$ cat src/rtl/cdc_handshake_tx.sv
// Source-domain end of a four-phase req/ack crossing: latches one word, raises a level request and
// returns to zero only after the synchronized acknowledge has risen and fallen again.
module cdc_handshake_tx #(
  parameter int DATA_WIDTH  = 8,
  parameter int SYNC_STAGES = 3
) (
  input  logic                  clk,
  input  logic                  rst,
  input  logic                  i_valid,
  output logic                  o_ready,
  input  logic [DATA_WIDTH-1:0] i_data,
  output logic                  o_req,
  output logic [DATA_WIDTH-1:0] o_data,
  input  logic                  i_ack,
  output logic                  o_busy,
  output logic                  o_done
);

  // IDLE: waiting for a word | REQ: o_req high, waiting for ack_s | ACK_LOW: waiting for ack_s to drop
  typedef enum logic [1:0] {
    IDLE    = 2'd0,
    REQ     = 2'd1,
    ACK_LOW = 2'd2
  } state_t;

  state_t                  r_state;
  state_t                  w_state_nxt;
  logic [SYNC_STAGES-1:0]  r_ack_sync;
  logic                    w_ack_s;
  logic                    r_req;
  logic                    r_busy;
  logic                    r_done;
  logic [DATA_WIDTH-1:0]   r_data;
  logic                    w_req_nxt;
  logic                    w_busy_nxt;
  logic                    w_done_nxt;
  logic                    w_load;

  // Only the last synchronizer stage is ever looked at; i_ack itself feeds nothing else.
  always_ff @(posedge clk or posedge rst) begin
    if (rst) begin
      r_ack_sync <= '0;
    end else begin
      r_ack_sync <= {r_ack_sync[SYNC_STAGES-2:0], i_ack};
    end
  end

  assign w_ack_s = r_ack_sync[SYNC_STAGES-1];

  always_ff @(posedge clk or posedge rst) begin
    if (rst) begin
      r_state <= IDLE;
      r_req   <= 1'b0;
      r_busy  <= 1'b0;
      r_done  <= 1'b0;
      r_data  <= '0;
    end else begin
      r_state <= w_state_nxt;
      r_req   <= w_req_nxt;
      r_busy  <= w_busy_nxt;
      r_done  <= w_done_nxt;
      if (w_load) begin
        r_data <= i_data;
      end
    end
  end

  always_comb begin
    w_state_nxt = r_state;
    w_req_nxt   = r_req;
    w_busy_nxt  = r_busy;
    w_done_nxt  = 1'b0;
    w_load      = 1'b0;
    case (r_state)
      IDLE: begin
        // A stale ack_s here is deliberately ignored.
        if (i_valid) begin
          w_load      = 1'b1;
          w_req_nxt   = 1'b1;
          w_busy_nxt  = 1'b1;
          w_state_nxt = REQ;
        end
      end
      REQ: begin
        if (w_ack_s) begin
          w_req_nxt   = 1'b0;
          w_state_nxt = ACK_LOW;
        end
      end
      ACK_LOW: begin
        if (!w_ack_s) begin
          w_busy_nxt  = 1'b0;
          w_done_nxt  = 1'b1;
          w_state_nxt = IDLE;
        end
      end
      default: begin
        w_req_nxt   = 1'b0;
        w_busy_nxt  = 1'b0;
        w_state_nxt = IDLE;
      end
    endcase
  end

  assign o_ready = (r_state == IDLE);
  assign o_req   = r_req;
  assign o_data  = r_data;
  assign o_busy  = r_busy;
  assign o_done  = r_done;

endmodule
$ cat config.mk
export PLATFORM = sky130hd
export DESIGN_NAME = cdc_handshake_tx
export DESIGN_NICKNAME = d
export VERILOG_FILES = /design/src/rtl/cdc_handshake_tx.sv
export SDC_FILE = /design/constraint.sdc
export NUM_CORES = 1
export LEC_CHECK = 0
export ABC_AREA = 1
export BUFFER_PORTS_ARGS = -buffer_cell sky130_fd_sc_hd__buf_4
export CAP_MARGIN = 20
export CELL_PAD_IN_SITES_DETAIL_PLACEMENT = 1
export CELL_PAD_IN_SITES_GLOBAL_PLACEMENT = 2
export CORE_MARGIN = 4
export CORE_UTILIZATION = 28
export CTS_CLUSTER_SIZE = 14
export DETAILED_ROUTE_END_ITERATION = 12
export HOLD_SLACK_MARGIN = 0.08
export PLACE_DENSITY_LB_ADDON = 0.1
export SLEW_MARGIN = 25
export SYNTH_ARGS = -nofsm -noshare
export SYNTH_HDL_FRONTEND = slang
export SYNTH_SLANG_ARGS = --single-unit
$ cat constraint.sdc
create_clock -name clk -period 2.9 [get_ports clk]
set_clock_uncertainty 0.15 [all_clocks]
set_input_delay 0 -clock clk [delete_from_list [all_inputs] [get_ports clk]]
set_output_delay 0 -clock clk [all_outputs]
set_load 0.05 [all_outputs]
==> metrics.txt, run 1 <==
status=complete, no violations; clock sink count=16; Core ar.=~2000 µm²; max-cap violation count=0; # port buffers=23; Crit Path Class=reg -> reg; CP endpoint kind=flop; Max Fclk=437 MHz; worst min-delay path class=in -> async; Pre-Repair DR Iteration Count=3; crit path launch type=flop; Crit path max-delay family=buffers and inverters; Clk pwr share=0.122; initial DRC count=4; Avg WL per Cell=roughly 13 µm; Slew @ Worst Pin=around 0.61 ns; YS warnings=0; Final Hold Slack=0.188 ns; total congestion overflow=0; first-pass GRT wire length=2.95 mm; root buf cell=clkbuf_4; reg2reg end=o_data[7]$_DFFE_PP0P_; vias in the first global route=~650; Final setup viols=0; number of CTS-inserted buffers=3; Synth cell types=11; fillcell total=approximately 240; DR vias=between 500 and 600; crit-path most repeated cell=dlygate4sd3_1; # DRC=0; fin crit share=0.789; Leakage=approximately 0.55 nW; Cell Int Power=~0.65 mW; deepest clock path buffer count=2; Seq cells post-synth=16; CP bufs+invs=2; largest net degree at the start of global routing=17; ys async rst share=1.00; FP Rows=16; via-per-instance ratio=4.28; synthesized area per cell=roughly 10 µm²; CP startpoint=r_state[1]$_DFFE_PP0P_; top area cells in the synthesized netlist=dfrtp_1, nand2_1, nand3_1; total routed wirelength=between 1.5 and 2 mm; Net Count, Synth=71; DP Wirelength=~960 µm; gr usage total=0.142; DIE WIDTH=around 55 µm; clk slew on worst S/H paths=~0.10 ns; initial antenna violation count=0; dominant synthesized flop cell=dfrtp_1; Setup TNS Final=0 ns; design area=around 1100 µm²; cell count after synthesis=59; Fin. Hold Viols=0; minimum clock period=2.29 ns; die area=2990 µm²; Crit path largest cell delay=just under 0.6 ns; Worst R2R Path Depth=5; layout cells sized above 1=0.261; R2R Path Start=r_state[1]$_DFFE_PP0P_; slowest CP cell=dlygate4sd3_1; initial core utilization=0.302; R2R Setup Slk=0.61 ns; Sw Ratio=0.473; CTS H-Tree Depth=1; top cell type's share of synthesized area=0.656; RD Place Congestion=roughly 0.72; synthesized cell area=611 µm²; placed cell area=792 µm²; post-synthesis sequential area ratio=0.656; RSZ-0062 raised after global routing=no; # IOs=24; die height=around 55 µm; synth cell count leaders=nand2_1, dfrtp_1, nand3_1; Seq pwr share=0.298; CP Cell Sequence=nor2_4 > nand3_1 > dlygate4sd3_1 > nand2_1 > dlygate4sd3_1; slew margin rel.=0.595; Pwr Density=around 1100 nW/µm²; CP required=between 2 and 3 ns; arrival time worst endpoint=about 2.4 ns; leading area contributor after synthesis=dfrtp_1; Final Max Tran Viols=0; area grow syn2layout=79.9%; antenna cells=0; most frequent cell after synthesis=nand2_1; total setup buffers inserted after CTS=0; Antenna Violating Nets Remaining=0; CTS tree=done; EDFF count, synth=0; CP max FO=10; Clock Latency Late Sink=roughly 0.28 ns; switching pwr=0.581 mW; nets=124; combinational share of power=0.580; peak supply drop=between 700 and 800 µV
[worst max path at each step]
stage / endpoint / cells past startpoint
floorplan: o_data[0]$_DFFE_PP0P_ / 5
global placement: o_data[1]$_DFFE_PP0P_ / 4
detailed placement: o_data[1]$_DFFE_PP0P_ / 4
CTS: o_data[1]$_DFFE_PP0P_ / 5
global route: o_data[7]$_DFFE_PP0P_ / 5
finish: o_data[7]$_DFFE_PP0P_ / 5
[cell usage in the layout, fill, tap and decap left out]
cell / n
buf_4: 23
dfrtp_1: 16
nor2_1: 1
inv_1: 3
a21boi_0: 1
clkbuf_8: 1
clkbuf_4: 3
o21ai_0: 2
nand3_1: 8
nand2_1: 24
nand2_4: 1
dlygate4sd3_1: 27
nor2_4: 1
[tightest hold or removal path: stages]
cell and delay, ns:
dlygate4sd3_1 0.54, buf_4 0.13, inv_1 0.44
[state kept, by name (all words and copies together) (netlist names)]
name        count
r_state         2
r_ack_sync      3
o_req           1
o_data          8
o_busy          1
o_done          1
[cell type report]
cell class              count  area (µm²)  share of cell area
multi-input cells          38         174               0.158
inverters                   3        11.3              0.0103
clock buffers               4        36.3              0.0330
well taps                  27        33.8              0.0308
flip-flops and latches     16         400               0.364
repair buffers             50         443               0.403
[cells by family after synthesis]
kind of cell           synth area share
DFF                               0.656
and+or+nand+nor                   0.256
buffers and inverters            0.0594
AOI/OAI and AO/OA                0.0287
[per-stage QoR]
stage / utilization / worst slack [ns] / power (mW) / std cells
global placement: 0.392 / 1.66 / 0.938 / 107
global route: 0.543 / 0.491 / 1.31 / 138
detailed placement: 0.392 / 1.62 / 0.947 / 107
CTS: 0.543 / 0.680 / 1.22 / 138
floorplan: - / 1.49 / 0.775 / 59
finish: 0.543 / 0.611 / 1.23 / 138
[repair_timing]
action	CTS	global route
resized for setup	0	0
hold buffers	27	0
hold endpoints to repair	28	0
[power groups by stage]
stage | Sequential [mW] | Combinational, mW | Clock [mW]
2_1_floorplan | 0.601 | 0.174 | 0
3_3_place_gp | 0.365 | 0.573 | 0
3_5_place_dp | 0.368 | 0.579 | 0
4_1_cts | 0.365 | 0.700 | 0.154
5_1_grt | 0.379 | 0.765 | 0.163
6_report | 0.366 | 0.712 | 0.150
[routing by layer]
metal	track usage	share of wire
met5	0	0
met4	0.0747	0.0098
met3	0.0272	0.054
met2	0.258	0.56
met1	0.152	0.38
Power figures use the tool's default switching activity.
==> run 2: changes to the inputs <==
--- a/config.mk
+++ b/config.mk
@@ -5,13 +5,13 @@
 export SDC_FILE = /design/constraint.sdc
 export NUM_CORES = 1
 export LEC_CHECK = 0
-export ABC_AREA = 1
+export ABC_AREA = 0
 export BUFFER_PORTS_ARGS = -buffer_cell sky130_fd_sc_hd__buf_4
 export CAP_MARGIN = 20
 export CELL_PAD_IN_SITES_DETAIL_PLACEMENT = 1
 export CELL_PAD_IN_SITES_GLOBAL_PLACEMENT = 2
 export CORE_MARGIN = 4
-export CORE_UTILIZATION = 28
+export CORE_UTILIZATION = 26
 export CTS_CLUSTER_SIZE = 14
 export DETAILED_ROUTE_END_ITERATION = 12
 export HOLD_SLACK_MARGIN = 0.08
==> constraint.sdc (replaced) <==
create_clock -name clk -period 2.1 [get_ports clk]
set_clock_uncertainty 0.15 [all_clocks]
set_input_delay 0 -clock clk [delete_from_list [all_inputs] [get_ports clk]]
set_output_delay 0 -clock clk [all_outputs]
set_load 0.05 [all_outputs]
==> metrics.txt, run 2 <==
Antenna Violating Nets Remaining=0; first-pass GRT wire length=approximately 2.5 mm; Avg WL per Cell=about 13 µm; FP Rows=17; slowest CP cell=dlygate4sd3_1; initial antenna violation count=0; clk slew on worst S/H paths=approximately 0.1 ns; R2R Path Start=r_state[0]$_DFFE_PP0P_; Max Fclk=504 MHz; post-synthesis sequential area ratio=0.643; leading area contributor after synthesis=dfrtp_1; synthesized area per cell=14.8 µm²; largest net degree at the start of global routing=17; total routed wirelength=~1.4 mm; fin crit share=0.945; commonest non-fill, non-tap cell in the layout=buf_4; dominant synthesized flop cell=dfrtp_1; layout cells sized above 1=0.440; logic depth of the worst setup path including buffers=4; FF/Latch Area=400 µm²; # DRC=0; YS warnings=0; CP required=~2.1 ns; final worst slack=roughly 0.12 ns; minimum clock period=approximately 2 ns; initial DRC count=2; die area=approximately 3200 µm²; RSZ-0062 raised after global routing=no; reg2reg end=o_data[6]$_DFFE_PP0P_; Net Count, Synth=54; via-per-instance ratio=approximately 4.1; Clock Latency Late Sink=0.28 ns; CP Cell Sequence=nor2_2 > and2_4 > mux2_4 > dlygate4sd3_1; CP bufs+invs=1; CP startpoint=r_state[0]$_DFFE_PP0P_; top area cells in the synthesized netlist=dfrtp_1, mux2_4, o22ai_1; slew margin rel.=0.606; DR vias=between 400 and 500; DIE WIDTH=57.0 µm; max-cap violation count=0; CP max FO=8; Multi-input gate area=195 µm²; Crit Path Class=reg -> reg; nets=97; arrival time worst endpoint=2.01 ns; Setup TNS Final=0 ns; clock sink count=16; ys async rst share=1.00; Fin. Hold Viols=0; Final setup viols=0; CTS H-Tree Depth=1; Pwr Density=about 1700 nW/µm²; dpl ws=~0.67 ns; die height=between 50 and 60 µm; cell count after synthesis=42; synth cell count leaders=dfrtp_1, mux2_4, inv_1, nor2_1; R2R Setup Slk=between 0.1 and 0.15 ns; deepest clock path buffer count=2; Synth cell types=14; CTS tree=done; Core ar.=2250 µm²; Pre-Repair DR Iteration Count=4; DP Cell Count=91; total congestion overflow=0; Final Max Tran Viols=0; most frequent cells in the layout=buf_4, dlygate4sd3_1, dfrtp_1, mux2_4; Seq cells post-synth=16; Setup crit end=o_data[6]$_DFFE_PP0P_; root buf cell=clkbuf_4; gr usage total=0.0994; EDFF count, synth=0; peak supply drop=about 870 µV; Finished Layout Cells=roughly 110; number of CTS-inserted buffers=3; total setup buffers inserted after CTS=0; fillcell total=around 250; # port buffers=23; worst min-delay path class=in -> async; top cell type's share of synthesized area=0.643; Worst R2R Path Depth=4; area grow syn2layout=63.9%; Leakage=0.496 nW; Crit path largest cell delay=roughly 0.56 ns; # IOs=24; Slew @ Worst Pin=~0.59 ns; status=complete, no violations; CP endpoint kind=flop; max FFs per register=8; antenna cells=0; initial core utilization=0.276; crit path launch type=flop; RD Place Congestion=just under 0.7; synthesized cell area=about 620 µm²; Crit path max-delay family=buffers and inverters; most frequent cell after synthesis=dfrtp_1; vias in the first global route=512
run 2: final cells by class:
class,count,area share
Tap cell,28,0.0343
Timing Repair Buffer,40,0.336
Multi-Input combinational cell,21,0.191
Clock buffer,4,0.0355
Inverter,3,0.0110
Sequential cell,16,0.392
run 2: worst register-to-register path, delay by kind of cell (launching register included):
family                 cells  cell delay [ns]
muxes                      1             0.31
and+or+nand+nor            2             0.38
buffers and inverters      1             0.56
DFF                        1             0.47
run 2: worst min-delay path by stage:
stage	start	endpoint	slack [ns]	depth (start not counted)
floorplan	rst	o_busy$_DFFE_PP0P_	-0.24	1
global placement	i_ack	r_ack_sync[0]$_DFF_PP0_	-0.04	1
detailed placement	rst	r_ack_sync[0]$_DFF_PP0_	-0.04	2
CTS	rst	o_data[4]$_DFFE_PP0P_	0.19	3
global route	i_ack	r_ack_sync[0]$_DFF_PP0_	0.22	2
finish	rst	o_req$_DFFE_PP0P_	0.17	3
run 2: per-layer routing:
metal | global-route usage | vias to the layer above | part of all wire
met3 | 0.0339 | 0 | 0.056
met1 | 0.121 | 228 | 0.42
met2 | 0.176 | 13 | 0.52
met4 | 0.00993 | 0 | 0
li1 | - | 221 | -
met5 | 0 | - | 0
run 2: kinds of logic after synthesis:
kind of cell,after synthesis,share of synthesized area
flops,16,0.643
mux,8,0.193
simple gates,8,0.0703
buf+inv,5,0.0442
compound gates,4,0.0361
xor+xnor,1,0.0141
run 2: power by group:
group / internal [mW] / total, mW / switching [mW]
logic: 0.439 / 1.01 / 0.573
clock network: 0.105 / 0.203 / 0.0972
registers: 0.431 / 0.534 / 0.103
total: 0.975 / 1.75 / 0.773
run 2: through the flow:
step	util	instance area, µm²	power, mW	hold WS (ns)
floorplan	-	623	1.20	-0.236
CTS	0.453	1020	1.77	0.193
global placement	0.361	815	1.44	-0.0391
finish	0.453	1020	1.75	0.172
global route	0.453	1020	1.85	0.222
detailed placement	0.361	815	1.44	-0.0389
run 2: timing repair:
| action | CTS | global route |
|---|---|---|
| resized for setup | 0 | 0 |
| hold buffers | 17 | 0 |
| setup endpoints to repair | 0 | 0 |
| hold endpoints to repair | 28 | 0 |
